--- config.mk ---
export PLATFORM = sky130hd
export DESIGN_NAME = comp_seq_tx
export DESIGN_NICKNAME = d
export VERILOG_FILES = /design/src/rtl/comp_seq_tx.sv
export SDC_FILE = /design/constraint.sdc
export NUM_CORES = 1
export LEC_CHECK = 0
export ABC_AREA = 1
export CAP_MARGIN = 20
export CORE_MARGIN = 2
export CORE_UTILIZATION = 50
export DETAILED_ROUTE_END_ITERATION = 10
export PLACE_DENSITY_LB_ADDON = 0.05
export SETUP_SLACK_MARGIN = 0.2
export SLEW_MARGIN = 20
export SYNTH_ARGS = -nofsm -noshare
export SYNTH_HDL_FRONTEND = slang
export SYNTH_SLANG_ARGS = --single-unit
--- constraint.sdc ---
create_clock -name clk -period 3.05 [get_ports clk]
set_clock_uncertainty 0.2 [all_clocks]
set_input_delay 0.61 -clock clk [delete_from_list [all_inputs] [get_ports clk]]
set_output_delay 0.61 -clock clk [all_outputs]
set_load 0.01 [all_outputs]
--- src/rtl/comp_seq_tx.sv ---
// MSB-first parallel-to-serial transmitter feeding a bit-serial comparator.
// Optional reference outputs exp_lt/exp_eq are built when COMP_SEQ_TX_REF_EN is defined.
module comp_seq_tx #(
    parameter int WIDTH = 8
) (
    input  logic             clk,
    input  logic             reset,
    input  logic             start,
    input  logic [WIDTH-1:0] a_in,
    input  logic [WIDTH-1:0] b_in,
    output logic             a_out,
    output logic             b_out,
    output logic             frame_rst,
    output logic             bit_valid,
    output logic             busy,
    output logic             done
`ifdef COMP_SEQ_TX_REF_EN
    ,
    output logic             exp_lt,
    output logic             exp_eq
`endif
);

    localparam int CW = $clog2(WIDTH + 1);

    typedef enum logic [1:0] {
        S_IDLE,
        S_CLEAR,
        S_SHIFT,
        S_DONE
    } state_t;

    state_t           r_state;
    logic [WIDTH-1:0] r_sh_a;
    logic [WIDTH-1:0] r_sh_b;
    logic [CW-1:0]    r_cnt;
    logic             w_accept;
    logic             w_last;

    assign w_accept = start && (r_state == S_IDLE || r_state == S_DONE);
    assign w_last   = (r_cnt == CW'(1));

    // Outputs are registered: each is set on the edge that enters the cycle it describes.
    always_ff @(posedge clk or posedge reset) begin
        if (reset) begin
            r_state   <= S_IDLE;
            r_sh_a    <= '0;
            r_sh_b    <= '0;
            r_cnt     <= '0;
            a_out     <= 1'b0;
            b_out     <= 1'b0;
            frame_rst <= 1'b0;
            bit_valid <= 1'b0;
            busy      <= 1'b0;
            done      <= 1'b0;
        end else begin
            a_out     <= 1'b0;
            b_out     <= 1'b0;
            frame_rst <= 1'b0;
            bit_valid <= 1'b0;
            done      <= 1'b0;
            unique case (r_state)
                S_IDLE, S_DONE: begin
                    if (w_accept) begin
                        r_sh_a    <= a_in;
                        r_sh_b    <= b_in;
                        frame_rst <= 1'b1;
                        busy      <= 1'b1;
                        r_state   <= S_CLEAR;
                    end else begin
                        busy    <= 1'b0;
                        r_state <= S_IDLE;
                    end
                end
                S_CLEAR: begin
                    r_cnt     <= CW'(WIDTH);
                    a_out     <= r_sh_a[WIDTH-1];
                    b_out     <= r_sh_b[WIDTH-1];
                    bit_valid <= 1'b1;
                    busy      <= 1'b1;
                    r_sh_a    <= r_sh_a << 1;
                    r_sh_b    <= r_sh_b << 1;
                    r_state   <= S_SHIFT;
                end
                S_SHIFT: begin
                    r_cnt <= r_cnt - CW'(1);
                    // r_cnt counts bits still on the wire, including the current one.
                    if (w_last) begin
                        done    <= 1'b1;
                        busy    <= 1'b0;
                        r_state <= S_DONE;
                    end else begin
                        a_out     <= r_sh_a[WIDTH-1];
                        b_out     <= r_sh_b[WIDTH-1];
                        bit_valid <= 1'b1;
                        busy      <= 1'b1;
                        r_sh_a    <= r_sh_a << 1;
                        r_sh_b    <= r_sh_b << 1;
                    end
                end
            endcase
        end
    end

`ifdef COMP_SEQ_TX_REF_EN
    always_ff @(posedge clk or posedge reset) begin
        if (reset) begin
            exp_lt <= 1'b0;
            exp_eq <= 1'b0;
        end else if (w_accept) begin
            exp_lt <= (a_in < b_in);
            exp_eq <= (a_in == b_in);
        end
    end
`endif

endmodule

# == Word-level counts from Yosys, hierarchy flattened ==
# Cells that the tools add are included.
# op_classes
add_sub_neg,1
n_eq_ne,7
n_mux,21
reduce_logical,6
# op_table
cell,count
8-bit one-hot mux with 3 select lines,2
8-bit two-way mux,4
1-bit two-way mux,8
4-bit one-hot mux with 2 select lines,1
2-bit != test (second input constant),3
1-bit one-hot mux with 2 select lines,3
2-bit one-hot mux with 3 select lines,1
2-bit == test (second input constant),2
4-bit by 1-bit == test with 1-bit output (second input constant),1
4-bit by 1-bit subtractor with 4-bit output (second input constant),1
1-bit one-hot mux with 3 select lines,1
2-bit by 1-bit == test with 1-bit output (second input constant),1
2-bit zero test,1
2-bit two-way mux,1
2-bit AND reduction,1
2-bit nonzero test,1
2-bit OR reduction,1
1-bit logical AND,1
1-bit logical OR,1
# word_totals
register_bits,28
in_bits,19
output_inout_bits,6
word_cells,45

# == Logic depth before layout (Yosys ltp) ==
# logic_depth
depth_word,5
mapped_depth,9
depth_no_buf,7

# == Worst setup path after synthesis ==
# No wires, ideal clock.
# synth_path
path_kind,register to register
start,register r_state[0]
end,register r_sh_b[1]
t_arrival_ps,1339
setup_slack_ps,1394
stages_incl_launch_ff,9
n_path_buf,2
synth_period_minus_slack_ps,1656
path_cell_list,dfrtp_1 inv_1 ha_1 inv_2 or2_1 buf_2 buf_2 nand3_1 nand2_1
# synth_via
elab_chain_cells,5
elab_cells_between_ends,11
cone_classes,5 x eq/ne; 1 x mux; 5 x reduce/logical
# synth_rtl
item,line,text
"start, declared",33,state_t r_state;
"start signal, assigned",46,r_state <= S_IDLE;
"start signal, assigned",69,r_state <= S_CLEAR;
"start signal, assigned",72,r_state <= S_IDLE;
2-bit == test / 2-bit zero test (equally long branches),"40, 62",
1-bit logical OR,40,assign w_accept = start && (r_state == S_IDLE || r_state == S_DONE);
1-bit logical AND,40,
2-bit != test (no source line),n/a,
2-bit AND reduction (no source line),n/a,
"end signal, assigned",66,r_sh_b <= b_in;
"end signal, assigned",82,r_sh_b <= r_sh_b << 1;
"end signal, assigned",98,r_sh_b <= r_sh_b << 1;
"end, declared",35,logic [WIDTH-1:0] r_sh_b;
# Parallel ways exist; a longest one is shown, timed or not.
# A chain may end at the register's enable or synchronous reset.

# == Worst setup path in the final report ==
# layout_path
start,register r_state[0]
end,register r_sh_b[7]
# The elaborated chain is that of the path after synthesis.

==> results by group <==
Min path
  – Min-Delay Path Class: reg2reg

Worst setup path
  – Crit-path most repeated cell: nand2_1
  – Worst path bufs/invs: 2
  – Crit Path Category: reg2reg
  – CP Cell Sequence: inv_1 -> ha_1 -> inv_2 -> or2_1 -> nand2_4 -> nand2_1 -> nand2_1
  – Worst EP required: 3.13 ns
  – Worst Setup End Kind: flop
  – CP max FO: 20
  – CP arrival: 2.34 ns
  – Slowest stage delay, CP: 0.67 ns
  – CP max-delay cell: ha_1
  – CP Launch Type: flop
  – Top cell family by delay on the critical path: simple AND/OR/NAND/NOR gates

Die
  – Die Width: 56.20 µm
  – Core Box Area: 2522 µm²
  – Number of cell rows: 18
  – Io pins: 25
  – Die area: 3158 µm²
  – Die extent in y: 56.20 µm
  – Initial Utilization: 54.02%

Power
  – Leakage: 0.8847 nW
  – PD cells: 1044 nW/µm²
  – Worst vdd ir: 0.6369 mV

Clock network
  – Num Clock Sinks: 28
  – Cts repair resizes: 0
  – Post-CTS setup buffer count: 0
  – Clk buf depth: 2
  – CTS Root Cell: clkbuf_4
  – CTS Hold Bufs: 0
  – CTS Buf Count: 3
  – Htree depth: 1
  – CTS tree: built
  – Worst-path clk slew: 0.15 ns
  – Clk Latency, worst-skew pair: 0.33 ns

Yosys
  – Syn_area_per_cell: 7.742 µm²
  – Yosys cell types: 18
  – Simple-gate share of the synthesized area: 36.00%
  – Synth area leaders: dfrtp_1 51%, nand2_1 25%, nand3_1 7.7%, ha_1 3.7%, inv_1 2.8%
  – Register area share after synthesis: 51.42%
  – Area fraction of the dominant cell type after synthesis: 51.42%
  – Yosys warning total: 0
  – Area leader, netlist: dfrtp_1
  – Synth Area in Compound Gates: 2.663%
  – Post-Synth Adder-Cell Area: 3.673%
  – Syn nets: 199
  – FF+latch count, synth: 28
  – Mux cell area share after synthesis: 0%
  – Main combinational cell family by area after synthesis: simple AND/OR/NAND/NOR gates
  – Mapped Cells: 176
  – Mapped Area: 1363 µm²
  – Xor-xnor portion of the synthesized cell area: 0%

Job
  – Max cap viols: 0

Global route
  – GRT overflow: 0
  – First-pass GRT wire length: 4443 µm
  – Number of global-route vias before repair: 1037
  – Antenna violations before repair: 0
  – Largest net degree at the start of global routing: 29
  – Total Routing Usage GR: 17.68%

Placed design
  – GP Congestion: 0.7717
  – Dpl hpwl: 1814 µm
  – Port Buffer Count: 24
  – Dpl ws: 0.7602 ns

Route
  – DRT antenna net count: 0
  – Drt first-iter violations: 35
  – Post-route DRC violation count: 0
  – Via Count: 1111
  – Drt wl/cell: 11.30 µm
  – First drt pass iteration count: 4
  – Total Wirelength: 2564 µm
  – Via/cell ratio: 4.894

Timing
  – Hold Vio Cnt, Final: 0
  – Setup TNS: 0 ns
  – Worst slew pin tran: 0.6043 ns
  – Final min period: 2.266 ns
  – # setup viols final: 0
  – Fin crit share: 74.28%
  – Worst setup margin: 0.7843 ns
  – Final Max Tran Viols: 0
  – Unrepaired setup endpoints after global routing: false
  – Fmax: 0.4414 GHz
  – Slew headroom: 59.71%

Final layout
  – Nets@finish: 222
  – Most used cells in the layout excluding fill and tap cells: 89 x nand2_1, 28 x dfrtp_1, 24 x clkdlybuf4s50_1
  – Area delta synth->final: 19.93%
  – Antenna diodes: 0
  – Commonest non-fill, non-tap cell in the layout: nand2_1
  – FILL cells: 232
  – Layout cells sized above 1: 4.569%

Outcome
  – Status: finished clean
-- cell families (layout without fill, tap and decap cells) --
kind of cell               count (synthesis)  after routing
DFF                                       28             28
and+or+nand+nor                          118            118
adders and majority gates                  4              4
buffers and inverters                     19             40
AOI/OAI and AO/OA                          7              7
-- state kept, by name, indices dropped and copies added (netlist names) --
| name | cells |
|---|---|
| r_sh_a | 8 |
| r_sh_b | 8 |
| r_cnt | 4 |
| r_state | 2 |
| a_out | 1 |
| b_out | 1 |
| bit_valid | 1 |
| busy | 1 |
| done | 1 |
| frame_rst | 1 |
-- final timing paths --
path	depth (start not counted)	slack (ns)	startpoint	end
worst max-delay path	7	0.78	r_state[0]	r_sh_b[7]
worst min-delay path	2	0.29	r_sh_a[5]	r_sh_a[5]
min in group asynchronous	3	0.42	reset	r_sh_a[2]
worst max register to register	7	0.78	r_state[0]	r_sh_b[7]
max in group asynchronous	3	1.96	reset	r_sh_b[6]
worst min register to register	2	0.29	r_sh_a[5]	r_sh_a[5]
-- where the power goes --
part	internal (W)	total, W	switching, W	leakage [nW]
Combinational	0.000363	0.000921	0.000558	0.517
Clock	0.0000464	0.000156	0.000110	0.0138
Sequential	0.000542	0.000628	0.0000859	0.354
-- worst min-delay path: stages (launching register included) --
cell,delay [ns]
dfrtp_1,0.37
nand2_1,0.05
nand2_1,0.05
-- cell type report --
type	count	area, µm²	share of cell area [%]
Sequential cell	28	700.7	42.88
Multi-Input combinational cell	129	576.8	35.30
Timing Repair Buffer	26	255.2	15.62
Inverter	11	41.29	2.527
Tap cell	30	37.54	2.297
Clock buffer	3	22.52	1.378
-- stage by stage --
| step | hold slack (ns) | area, µm² | cells | util, % | total power, W |
|---|---|---|---|---|---|
| final | 0.2925 | 1634 | 227 | 64.78 | 0.001705 |
| after global routing | 0.3135 | 1634 | 227 | 64.78 | 0.001877 |
| after CTS | 0.2934 | 1634 | 227 | 64.78 | 0.001724 |
| after detailed placement | 0.2586 | 1612 | 224 | 63.89 | 0.001575 |
| after global placement | 0.2544 | 1612 | 224 | 63.89 | 0.001549 |
| after floorplan | 0.2422 | 1363 | 176 | - | 0.001353 |
-- synthesized netlist by cell type, drive strengths merged --
library cell / instances
nor2: 3
nand3: 22
or2: 2
clkbuf: 2
ha: 4
buf: 6
o21ai: 3
nand4: 1
inv: 11
nand2: 90
a21oi: 3
o22ai: 1
dfrtp: 28
-- routing by layer --
| metal | global-route usage (%) | up-vias | part of all wire, % |
|---|---|---|---|
| met5 | 0 | - | 0 |
| met4 | 5.782 | 0 | 1.4 |
| met2 | 29.58 | 23 | 47 |
| li1 | - | 587 | - |
| met3 | 2.791 | 4 | 3.6 |
| met1 | 23.33 | 497 | 48 |
Note: power is estimated with default switching activity, not from simulation.
